File: config.mk
export PLATFORM = sky130hd
export DESIGN_NAME = cfg_shadow_bank
export DESIGN_NICKNAME = d
export VERILOG_FILES = /design/src/rtl/cfg_shadow_bank_pkg.sv /design/src/rtl/cfg_shadow_cell.sv /design/src/rtl/cfg_shadow_bank.sv
export SDC_FILE = /design/constraint.sdc
export NUM_CORES = 1
export LEC_CHECK = 0
export CORE_ASPECT_RATIO = 1.25
export CORE_UTILIZATION = 50
export CTS_CLUSTER_DIAMETER = 40
export DETAILED_ROUTE_END_ITERATION = 6
export PLACE_DENSITY = 0.75
export REMOVE_ABC_BUFFERS = 1
export SLEW_MARGIN = 20
export SYNTH_ARGS = -nofsm -noshare
export SYNTH_HDL_FRONTEND = slang
export SYNTH_HIERARCHICAL = 1
export SYNTH_SLANG_ARGS = --single-unit
File: constraint.sdc
create_clock -name clk -period 2 [get_ports clk]
set_clock_uncertainty 0.05 [all_clocks]
set_input_delay 0.3 -clock clk [delete_from_list [all_inputs] [get_ports clk]]
set_output_delay 0.3 -clock clk [all_outputs]
set_load 0.02 [all_outputs]
File: src/rtl/cfg_shadow_bank_pkg.sv
// Shared parameters for the shadowed configuration bank: bus widths, control-word
// bit positions and apply-FSM state encodings.
package cfg_shadow_bank_pkg;

  localparam int MSB              = 15;
  localparam int MSB_REGS_ADDRESS = 7;

  localparam int CTRL_ARM_BIT   = 0;
  localparam int CTRL_LOCK_BIT  = 1;
  localparam int CTRL_DIRTY_BIT = 2;

  typedef enum logic {
    ST_IDLE  = 1'b0,
    ST_ARMED = 1'b1
  } apply_state_e;

endpackage

File: src/rtl/cfg_shadow_cell.sv
// One shadow/active register pair: bus writes land in the shadow, and the apply
// pulse copies the shadow (as it was before this edge) into the active copy.
module cfg_shadow_cell
  import cfg_shadow_bank_pkg::*;
#(
  parameter int DATA_W = MSB + 1
) (
  input  logic              clk,
  input  logic              rst,
  input  logic              wr_en_i,
  input  logic [DATA_W-1:0] wr_data_i,
  input  logic              apply_i,
  input  logic [DATA_W-1:0] rst_val_i,
  output logic [DATA_W-1:0] shadow_o,
  output logic [DATA_W-1:0] active_o
);

  logic [DATA_W-1:0] shadow_q, shadow_d;
  logic [DATA_W-1:0] active_q, active_d;

  always_comb begin
    shadow_d = wr_en_i ? wr_data_i : shadow_q;
    active_d = apply_i ? shadow_q  : active_q;
  end

  always_ff @(posedge clk) begin
    if (rst) begin
      shadow_q <= rst_val_i;
      active_q <= rst_val_i;
    end else begin
      shadow_q <= shadow_d;
      active_q <= active_d;
    end
  end

  assign shadow_o = shadow_q;
  assign active_o = active_q;

endmodule

File: src/rtl/cfg_shadow_bank.sv
// Bank of shadowed config registers, applied atomically on an armed sync strobe.
// Build option: define CFG_BANK_LOCK_EN to add a write-lock bit to the control word.
module cfg_shadow_bank
  import cfg_shadow_bank_pkg::*;
#(
  parameter int                         NUM_REGS  = 4,
  parameter int                         DATA_W    = MSB + 1,
  parameter int                         ADDR_W    = MSB_REGS_ADDRESS + 1,
  parameter int                         BASE_ADDR = 0,
  parameter logic [NUM_REGS*DATA_W-1:0] RESET_VAL = '0
) (
  input  logic                         clk,
  input  logic                         rst,
  input  logic                         cfg_we,
  input  logic                         cfg_re,
  input  logic [ADDR_W-1:0]            cfg_addr,
  input  logic [DATA_W-1:0]            cfg_data_in,
  output logic [DATA_W-1:0]            cfg_data_out,
  output logic                         cfg_rd_valid,
  output logic                         cfg_wr_err,
  input  logic                         apply_stb,
  output logic                         applied,
  output logic [NUM_REGS*DATA_W-1:0]   reg_data_out
);

  // Bus semantics: cfg_we/cfg_re are single-cycle strobes with no back-pressure.
  // A read issued at cycle t returns at t+1 with cfg_rd_valid high for one cycle;
  // cfg_data_out keeps the last returned value otherwise.

  apply_state_e               state_q;
  logic                       dirty_q;
  logic                       applied_q;
  logic                       rd_valid_q;
  logic                       wr_err_q;
  logic [DATA_W-1:0]          data_out_q;
  logic [DATA_W-1:0]          rd_data_d;
  logic [NUM_REGS-1:0]        data_hit;
  logic [NUM_REGS-1:0]        wr_en;
  logic                       ctrl_hit;
  logic                       ctrl_wr;
  logic                       data_wr;
  logic                       data_wr_rej;
  logic                       apply_fire;
  logic                       lock;
  logic [NUM_REGS*DATA_W-1:0] shadow_flat;

  always_comb begin
    data_hit = '0;
    for (int i = 0; i < NUM_REGS; i++) begin
      data_hit[i] = (cfg_addr == ADDR_W'(BASE_ADDR + i));
    end
  end

  assign ctrl_hit    = (cfg_addr == ADDR_W'(BASE_ADDR + NUM_REGS));
  assign ctrl_wr     = cfg_we && ctrl_hit;
  assign wr_en       = (cfg_we && !lock) ? data_hit : '0;
  assign data_wr     = |wr_en;
  assign data_wr_rej = cfg_we && lock && (|data_hit);
  assign apply_fire  = (state_q == ST_ARMED) && apply_stb;

`ifdef CFG_BANK_LOCK_EN
  logic lock_q;

  always_ff @(posedge clk) begin
    if (rst) begin
      lock_q <= 1'b0;
    end else if (ctrl_wr) begin
      lock_q <= cfg_data_in[CTRL_LOCK_BIT];
    end
  end

  assign lock = lock_q;
`else
  assign lock = 1'b0;
`endif

  for (genvar g = 0; g < NUM_REGS; g++) begin : g_cell
    cfg_shadow_cell #(
      .DATA_W (DATA_W)
    ) u_cell (
      .clk       (clk),
      .rst       (rst),
      .wr_en_i   (wr_en[g]),
      .wr_data_i (cfg_data_in),
      .apply_i   (apply_fire),
      .rst_val_i (RESET_VAL[g*DATA_W +: DATA_W]),
      .shadow_o  (shadow_flat[g*DATA_W +: DATA_W]),
      .active_o  (reg_data_out[g*DATA_W +: DATA_W])
    );
  end

  // A control write in the apply cycle decides the final state, so arm+apply stays armed.
  always_ff @(posedge clk) begin
    if (rst) begin
      state_q   <= ST_IDLE;
      dirty_q   <= 1'b0;
      applied_q <= 1'b0;
    end else begin
      applied_q <= apply_fire;
      if (apply_fire) begin
        state_q <= ST_IDLE;
        dirty_q <= 1'b0;
      end
      if (ctrl_wr) begin
        state_q <= cfg_data_in[CTRL_ARM_BIT] ? ST_ARMED : ST_IDLE;
      end
      if (data_wr) begin
        dirty_q <= 1'b1;
      end
    end
  end

  always_comb begin
    rd_data_d = '0;
    for (int i = 0; i < NUM_REGS; i++) begin
      if (data_hit[i]) begin
        rd_data_d = shadow_flat[i*DATA_W +: DATA_W];
      end
    end
    if (ctrl_hit) begin
      rd_data_d[CTRL_ARM_BIT]   = (state_q == ST_ARMED);
      rd_data_d[CTRL_LOCK_BIT]  = lock;
      rd_data_d[CTRL_DIRTY_BIT] = dirty_q;
    end
  end

  always_ff @(posedge clk) begin
    if (rst) begin
      data_out_q <= '0;
      rd_valid_q <= 1'b0;
      wr_err_q   <= 1'b0;
    end else begin
      rd_valid_q <= cfg_re;
      wr_err_q   <= data_wr_rej;
      if (cfg_re) begin
        data_out_q <= rd_data_d;
      end
    end
  end

  assign cfg_data_out = data_out_q;
  assign cfg_rd_valid = rd_valid_q;
  assign cfg_wr_err   = wr_err_q;
  assign applied      = applied_q;

endmodule

==> flow_results.xml <==
<?xml version="1.0" encoding="UTF-8"?>
<metrics>
  <group name="sta">
    <metric name="grt_setup_unrepaired" unit="">no</metric>
    <metric name="final.setup.worst_slack" unit="ps">49.5</metric>
    <metric name="max_slew_margin" unit="%">60.0</metric>
    <metric name="fmaxAchievable" unit="MHz">513</metric>
    <metric name="final_max_slew_violation_count" unit="">0</metric>
    <metric name="timing.final.crit_share" unit="%">97.5</metric>
    <metric name="max_slew.worst_pin.slew" unit="ps">600</metric>
    <metric name="final_hold_viol_count" unit="">0</metric>
    <metric name="report.final.setup_viol" unit="">0</metric>
    <metric name="fin_tns_setup" unit="ps">0</metric>
    <metric name="timing.final.crit_period" unit="ps">1950</metric>
  </group>
  <group name="power">
    <metric name="sequentialPowerShare" unit="%">45.1</metric>
    <metric name="power.net_switching" unit="W">0.00184</metric>
    <metric name="clock_power_share" unit="%">40.5</metric>
    <metric name="power.internal" unit="W">0.00650</metric>
    <metric name="p_comb_share" unit="%">14.4</metric>
    <metric name="pwr_per_cell_area" unit="nW/µm²">849</metric>
    <metric name="vdd_ir_drop_max" unit="mV">0.533</metric>
    <metric name="p_leak" unit="nW">3.98</metric>
    <metric name="netSwitchingFraction" unit="%">22.1</metric>
    <metric name="total_power" unit="W">0.00834</metric>
  </group>
  <group name="synthesis">
    <metric name="synthesis.area_per_instance" unit="µm²">17.5</metric>
    <metric name="synth_seq_area_share" unit="%">58.0</metric>
    <metric name="syn-instance-count" unit="">418</metric>
    <metric name="yosys_warnings" unit="">6</metric>
    <metric name="synth_ff_type" unit="">sky130_fd_sc_hd__edfxtp_1</metric>
    <metric name="synth.area.top_cells" unit="">sky130_fd_sc_hd__edfxtp_1 (53%), sky130_fd_sc_hd__mux2_4 (23%), sky130_fd_sc_hd__dfxtp_1 (5.5%)</metric>
    <metric name="synth_edf_count" unit="">128</metric>
    <metric name="synth_cell_type_count" unit="">33</metric>
    <metric name="async_s_r_ff_share_synth" unit="%">0</metric>
    <metric name="synthMostInstantiatedCell" unit="">sky130_fd_sc_hd__edfxtp_1</metric>
    <metric name="mappedNetlistArea" unit="µm²">7320</metric>
    <metric name="ys_ff_latch" unit="">148</metric>
    <metric name="post_synth_top_cells" unit="">sky130_fd_sc_hd__edfxtp_1 (128), sky130_fd_sc_hd__mux2_4 (112), sky130_fd_sc_hd__mux2_2 (29), sky130_fd_sc_hd__dfxtp_1 (20), sky130_fd_sc_hd__nand2_1 (16)</metric>
    <metric name="cell_taking_the_most_area_after_synthesis" unit="">sky130_fd_sc_hd__edfxtp_1</metric>
    <metric name="yosys.area.top_type_share" unit="%">52.5</metric>
  </group>
  <group name="route">
    <metric name="drc" unit="">0</metric>
    <metric name="drt_first_pass_iters" unit="">4</metric>
    <metric name="wl_per_cell" unit="µm">18.5</metric>
    <metric name="route.final.wire_length" unit="µm">16100</metric>
    <metric name="drt_iter0_markers" unit="">149</metric>
    <metric name="detailroute.via_count" unit="">4354</metric>
    <metric name="route.detailed.vias_per_inst" unit="">4.99</metric>
    <metric name="ant_nets" unit="">0</metric>
  </group>
  <group name="final_layout">
    <metric name="antenna_diodes" unit="">0</metric>
    <metric name="final_cells" unit="">872</metric>
    <metric name="area_growth_syn_to_layout" unit="%">34.3</metric>
    <metric name="drive_above_1_share" unit="%">33.4</metric>
    <metric name="register_area" unit="µm²">4240</metric>
    <metric name="num-nets-final" unit="">710</metric>
    <metric name="multi_input_comb_area" unit="µm²">3210</metric>
    <metric name="fill_cells" unit="">1009</metric>
  </group>
  <group name="cts">
    <metric name="tritoncts" unit="">built</metric>
    <metric name="clock_latency" unit="ps">420</metric>
    <metric name="clock_sink_count" unit="">148</metric>
    <metric name="clock_root_buffer" unit="">sky130_fd_sc_hd__clkbuf_16</metric>
    <metric name="cts_buf_count" unit="">17</metric>
    <metric name="cts_max_level" unit="">4</metric>
    <metric name="cts_post_setup_buffers_inserted" unit="">0</metric>
    <metric name="path_clk_slew" unit="ps">60</metric>
    <metric name="ctsLongestPathBuffers" unit="">2</metric>
  </group>
  <group name="critical_path">
    <metric name="critical_path.slowest_cell" unit="">sky130_fd_sc_hd__or4_1</metric>
    <metric name="setup.reg_to_reg.worst_slack" unit="ps">380</metric>
    <metric name="critical_path.top_delay_family" unit="">simple AND/OR/NAND/NOR gates</metric>
    <metric name="critPathKind" unit="">in -&gt; reg</metric>
    <metric name="critical_path_peak_fanout" unit="">16</metric>
    <metric name="worstReg2RegStart" unit="">g_cell[3].u_cell/shadow_o[1]</metric>
    <metric name="crit_path_cell_trace" unit="">clkdlybuf4s50_1 &gt; or4_1 &gt; nor2_1 &gt; and4_1 &gt; or2_2 &gt; buf_12</metric>
    <metric name="cp.arrival" unit="ps">2030</metric>
    <metric name="end_kind" unit="">register</metric>
    <metric name="worst-endpoint-required" unit="ps">2080</metric>
    <metric name="r2r-end" unit="">cfg_data_out[1]</metric>
    <metric name="worstSetupStartpointType" unit="">input port</metric>
    <metric name="cp.depth" unit="">6</metric>
    <metric name="crit_path_max_incr_delay" unit="ps">600</metric>
    <metric name="worstSetupEndpoint" unit="">g_cell[3].u_cell/shadow_o[5]</metric>
    <metric name="cp-startpoint" unit="">cfg_addr[2]</metric>
    <metric name="timing.critical_path.buf_inv" unit="">2</metric>
    <metric name="reg2regPathDepth" unit="">3</metric>
  </group>
  <group name="job">
    <metric name="maxCapViolCount" unit="">0</metric>
  </group>
  <group name="min_path">
    <metric name="hold_path_class" unit="">in -&gt; reg</metric>
  </group>
  <group name="floorplan">
    <metric name="initial_core_util" unit="%">51.0</metric>
    <metric name="floorplan.die.height" unit="µm">137</metric>
    <metric name="core-area" unit="µm²">14300</metric>
    <metric name="floorplan.rows" unit="">49</metric>
    <metric name="fp.dieArea" unit="µm²">15100</metric>
    <metric name="floorplan.io_pins" unit="">112</metric>
    <metric name="die_w" unit="µm">110</metric>
  </group>
  <group name="placed_design">
    <metric name="place_congestion" unit="">0.834</metric>
    <metric name="dpl_hpwl" unit="µm">10900</metric>
    <metric name="placement.io_buffers" unit="">110</metric>
    <metric name="place.detailed.instances" unit="">840</metric>
    <metric name="place_ws" unit="ps">-374</metric>
  </group>
  <group name="global_route">
    <metric name="maximum_number_of_pins_on_one_net_before_global_route_repair" unit="">52</metric>
    <metric name="grt_antenna_before_repair" unit="">0</metric>
    <metric name="first_pass_grt_wire_length" unit="µm">23800</metric>
    <metric name="globalRoute.totalOverflow" unit="">0</metric>
    <metric name="number_of_global_route_vias_before_repair" unit="">4500</metric>
    <metric name="grt_usage" unit="%">22.3</metric>
  </group>
  <group name="status">
    <metric name="status" unit="">completed</metric>
  </group>
</metrics>
[area by class of cell]
class / instances / share of cell area (%)
Timing Repair Buffer: 145 / 15.4
Sequential cell: 148 / 43.2
Tap cell: 178 / 2.27
Inverter: 2 / 0.0764
Multi-Input combinational cell: 367 / 32.6
Clock inverter: 9 / 1.53
Clock buffer: 23 / 4.86
[worst min-delay path by stage]
stage / endpoint / slack (ps) / start / depth (start not counted)
after floorplan: dirty_q / 320 / rst / 1
final: applied / 190 / rst / 2
after CTS: applied / 180 / rst / 2
after global placement: cfg_data_out[15] / 400 / cfg_data_out[15] / 2
after global routing: applied / 210 / rst / 2
after detailed placement: cfg_data_out[14] / 410 / cfg_data_out[14] / 2
[logic make-up (layout without fill, tap and decap cells)]
logic type / after synthesis / count (layout) / share of synthesized area (%)
AO/OA/AOI/OAI: 32 / 32 / 3.10
AND/OR/NAND/NOR: 62 / 62 / 5.57
buffers and inverters: 31 / 179 / 4.91
other: 1 / 129 / 0.0513
flip-flops: 148 / 148 / 58.0
multiplexers: 144 / 144 / 28.4
[placed cells by master (no fill, tap or decap), drive strengths merged, types with 2 or more instances in the layout]
cell | Yosys | layout
a21oi | 2 | 2
a311oi | 2 | 2
buf | 24 | 36
bufinv | 0 | 4
clkbuf | 5 | 23
clkdlybuf4s50 | 0 | 109
clkinv | 0 | 4
conb | 1 | 129
dfxtp | 20 | 20
edfxtp | 128 | 128
inv | 2 | 2
mux2 | 141 | 141
mux4 | 3 | 3
nand2 | 16 | 16
nand3 | 6 | 6
nor2 | 6 | 6
nor3b | 2 | 2
nor4 | 15 | 15
o22ai | 13 | 13
o31ai | 13 | 13
or2 | 10 | 10
[sequential cells by signal, indices dropped and copies added, names as in the netlist]
register,cells
applied,1
cfg_data_out,16
cfg_rd_valid,1
dirty_q,1
g_cell.u_cell/active_o,64
g_cell.u_cell/shadow_o,64
state_q,1
[what timing repair did]
action / CTS / global route
gates resized for setup: 0 / 3
endpoints found under the setup margin: 0 / 31
hold buffers: 0 / 0
hold endpoints to repair: 0 / 0
[stage by stage]
stage	utilization [%]	cell area, µm²	hold WS [ps]
after floorplan	-	7450	319
after global placement	64.0	9180	404
after detailed placement	64.0	9180	407
after CTS	68.4	9810	176
after global routing	68.5	9820	209
final	68.5	9820	188
[per-layer routing]
| metal | share of wire, % | GRT usage [%] | vias up |
|---|---|---|---|
| met1 | 35 | 23.3 | 2148 |
| met5 | 0 | 0 | - |
| met4 | 2.5 | 10.5 | 0 |
| li1 | - | - | 2035 |
| met3 | 5.4 | 4.87 | 28 |
| met2 | 57 | 41.9 | 143 |
[power groups by stage]
stage          Combinational, W  Sequential, W  Clock (W)
6_report                0.00120        0.00376    0.00337
5_1_grt                 0.00127        0.00378    0.00355
4_1_cts                 0.00120        0.00376    0.00340
3_5_place_dp            0.00119        0.00382          0
3_3_place_gp            0.00116        0.00382          0
2_1_floorplan          0.000518        0.00391          0
(Power assumes the default switching activity.)
==> RTL edit (config.mk and constraints unchanged) <==
Change the parameter `NUM_REGS` from 4 to 8.
--- a/src/rtl/cfg_shadow_bank.sv
+++ b/src/rtl/cfg_shadow_bank.sv
@@ -3,7 +3,7 @@
 module cfg_shadow_bank
   import cfg_shadow_bank_pkg::*;
 #(
-  parameter int                         NUM_REGS  = 4,
+  parameter int                         NUM_REGS  = 8,
   parameter int                         DATA_W    = MSB + 1,
   parameter int                         ADDR_W    = MSB_REGS_ADDRESS + 1,
   parameter int                         BASE_ADDR = 0,
Ports: changed (resized reg_data_out); port bits go from 112 to 176. No check against the original RTL was run, so the function may have changed too.
==> RTL edit against the original RTL <==
Total power up 85%. Design area up 88%. Maximum frequency up 1.9%. Wire length up 100%. Setup slack improved by 0.036 ns. Clock power rose by 77%. Area after synthesis rose by 96%. Sequential cell count grew 128. Non-clock buffer count grew 77. Combinational power grew 95%. Cell count is 91% higher. Global-route usage is 0.27 points lower. Critical path type is now reg2out.
==> RTL edit: results (changes against the original RTL) <==
stage	metric	value	unit	change
status	status	finished clean		unchanged
placed_design	area post-placement	0.0174	mm2	was 0.00918 mm2
power	peak supply drop	547	uV	was 533 uV
global_routing	largest net degree at the start of global routing	51		was 52
drt	final WL	32200	um	was 16100 um
clock_tree	H-tree levels	2		was 4
final_layout	Final nets	1317		was 710
placed_design	IO Port Bufs	174		was 110
final_layout	Layout Cells excl Fill	1664		was 872
global_routing	first-pass GRT wire length	47900	um	was 23800 um
drt	first-pass detailed-route iteration total	7		was 4
clock_tree	clock latency on the worst-skew pair	0.51	ns	was 0.42 ns
yosys	Seq/Total Area, Yosys	56.4	%	was 58.0%
final_layout	layout cells sized above 1	32.1	%	was 33.4%
critical_path	Slowest-stage cell, CP	clkdlybuf4s50_1		was or4_1
clock_tree	clk buf depth	3		was 2
global_routing	M3 GR Usage	2.56	%	was 4.87%
placed_design	Post-Place Cells	1602		was 840
clock_tree	Num CTS Buffers	34		was 17
critical_path	Max FO, Critical Path	3		was 16
critical_path	Setup crit start	cfg_data_out[0]$_SDFFE_PP0P_		was cfg_addr[2]
yosys	top post-synthesis cells by count	edfxtp_1, mux2_4, mux2_2		unchanged
final_layout	FILL cells	1991		was 1009
yosys	Post-synth EDFFs	256		was 128
timing	Max Fclk	522	MHz	was 513 MHz
global_routing	Global Route met2 Usage	40.9	%	was 41.9%
critical_path	RR Startpoint	g_cell[2].u_cell/shadow_o[10]$_DFFE_PP_		was g_cell[3].u_cell/shadow_o[1]$_DFFE_PP_
timing	Hold WS	0.0993	ns	was 0.188 ns
critical_path	Reg2Reg Setup Slack	0.41	ns	was 0.38 ns
yosys	post-synth cell types	46		was 33
placed_design	GPL Wtd Cong	0.866		was 0.834
critical_path	WP data arrival	1.56	ns	was 2.03 ns
placed_design	DP HPWL	22600	um	was 10900 um
timing	worst slew pin tran	0.543	ns	was 0.600 ns
yosys	synth top area cells	edfxtp_1, mux2_4, buf_12		was edfxtp_1, mux2_4, dfxtp_1
RTL edit: power by group through the flow:
stage	Combinational [mW]	Sequential, mW	Clock [mW]
finish	2.34	7.11	5.96
detailed placement	2.32	7.23	0
floorplan	1.04	7.40	0
global placement	2.29	7.21	0
global route	2.46	7.15	6.26
CTS	2.34	7.11	6.05
RTL edit: layout make-up:
class                           instances  share of cell area [%]
Clock buffer                           39                    5.05
Inverter                               15                   0.305
Tap cell                              350                    2.37
Sequential cell                       276                    43.7
Multi-Input combinational cell        739                    34.9
Clock inverter                         23                   0.961
Timing Repair Buffer                  222                    12.7
RTL edit: worst paths after layout:
kind / to / depth (start not counted)
worst max-delay path: cfg_data_out[0] / 1
worst min register to register: dirty_q$_SDFFE_PP0P_ / 2
worst max register to register: cfg_data_out[10]$_SDFFE_PP0P_ / 4
worst min-delay path: state_q$_SDFFE_PP0P_ / 2
RTL edit: stage by stage:
stage          setup TNS, ns  utilization [%]
3_3_place_gp          -27.78             62.3
4_1_cts                    0             66.3
5_1_grt                    0             66.3
2_1_floorplan         -50.74                -
6_report                   0             66.3
3_5_place_dp          -31.48             62.3
RTL edit: layer usage:
layer / wire length (um) / vias to the layer above
met5: 0 / -
met3: 1280 / 74
li1: - / 3879
met2: 17300 / 268
met1: 12400 / 4086
met4: 1240 / 0
RTL edit: logic make-up after synthesis:
logic type      share of synthesized area, %
buf+inv                                 5.32
other cells                           0.0262
compound gates                          4.97
flops                                   56.4
simple gates                            4.54
mux                                     28.7
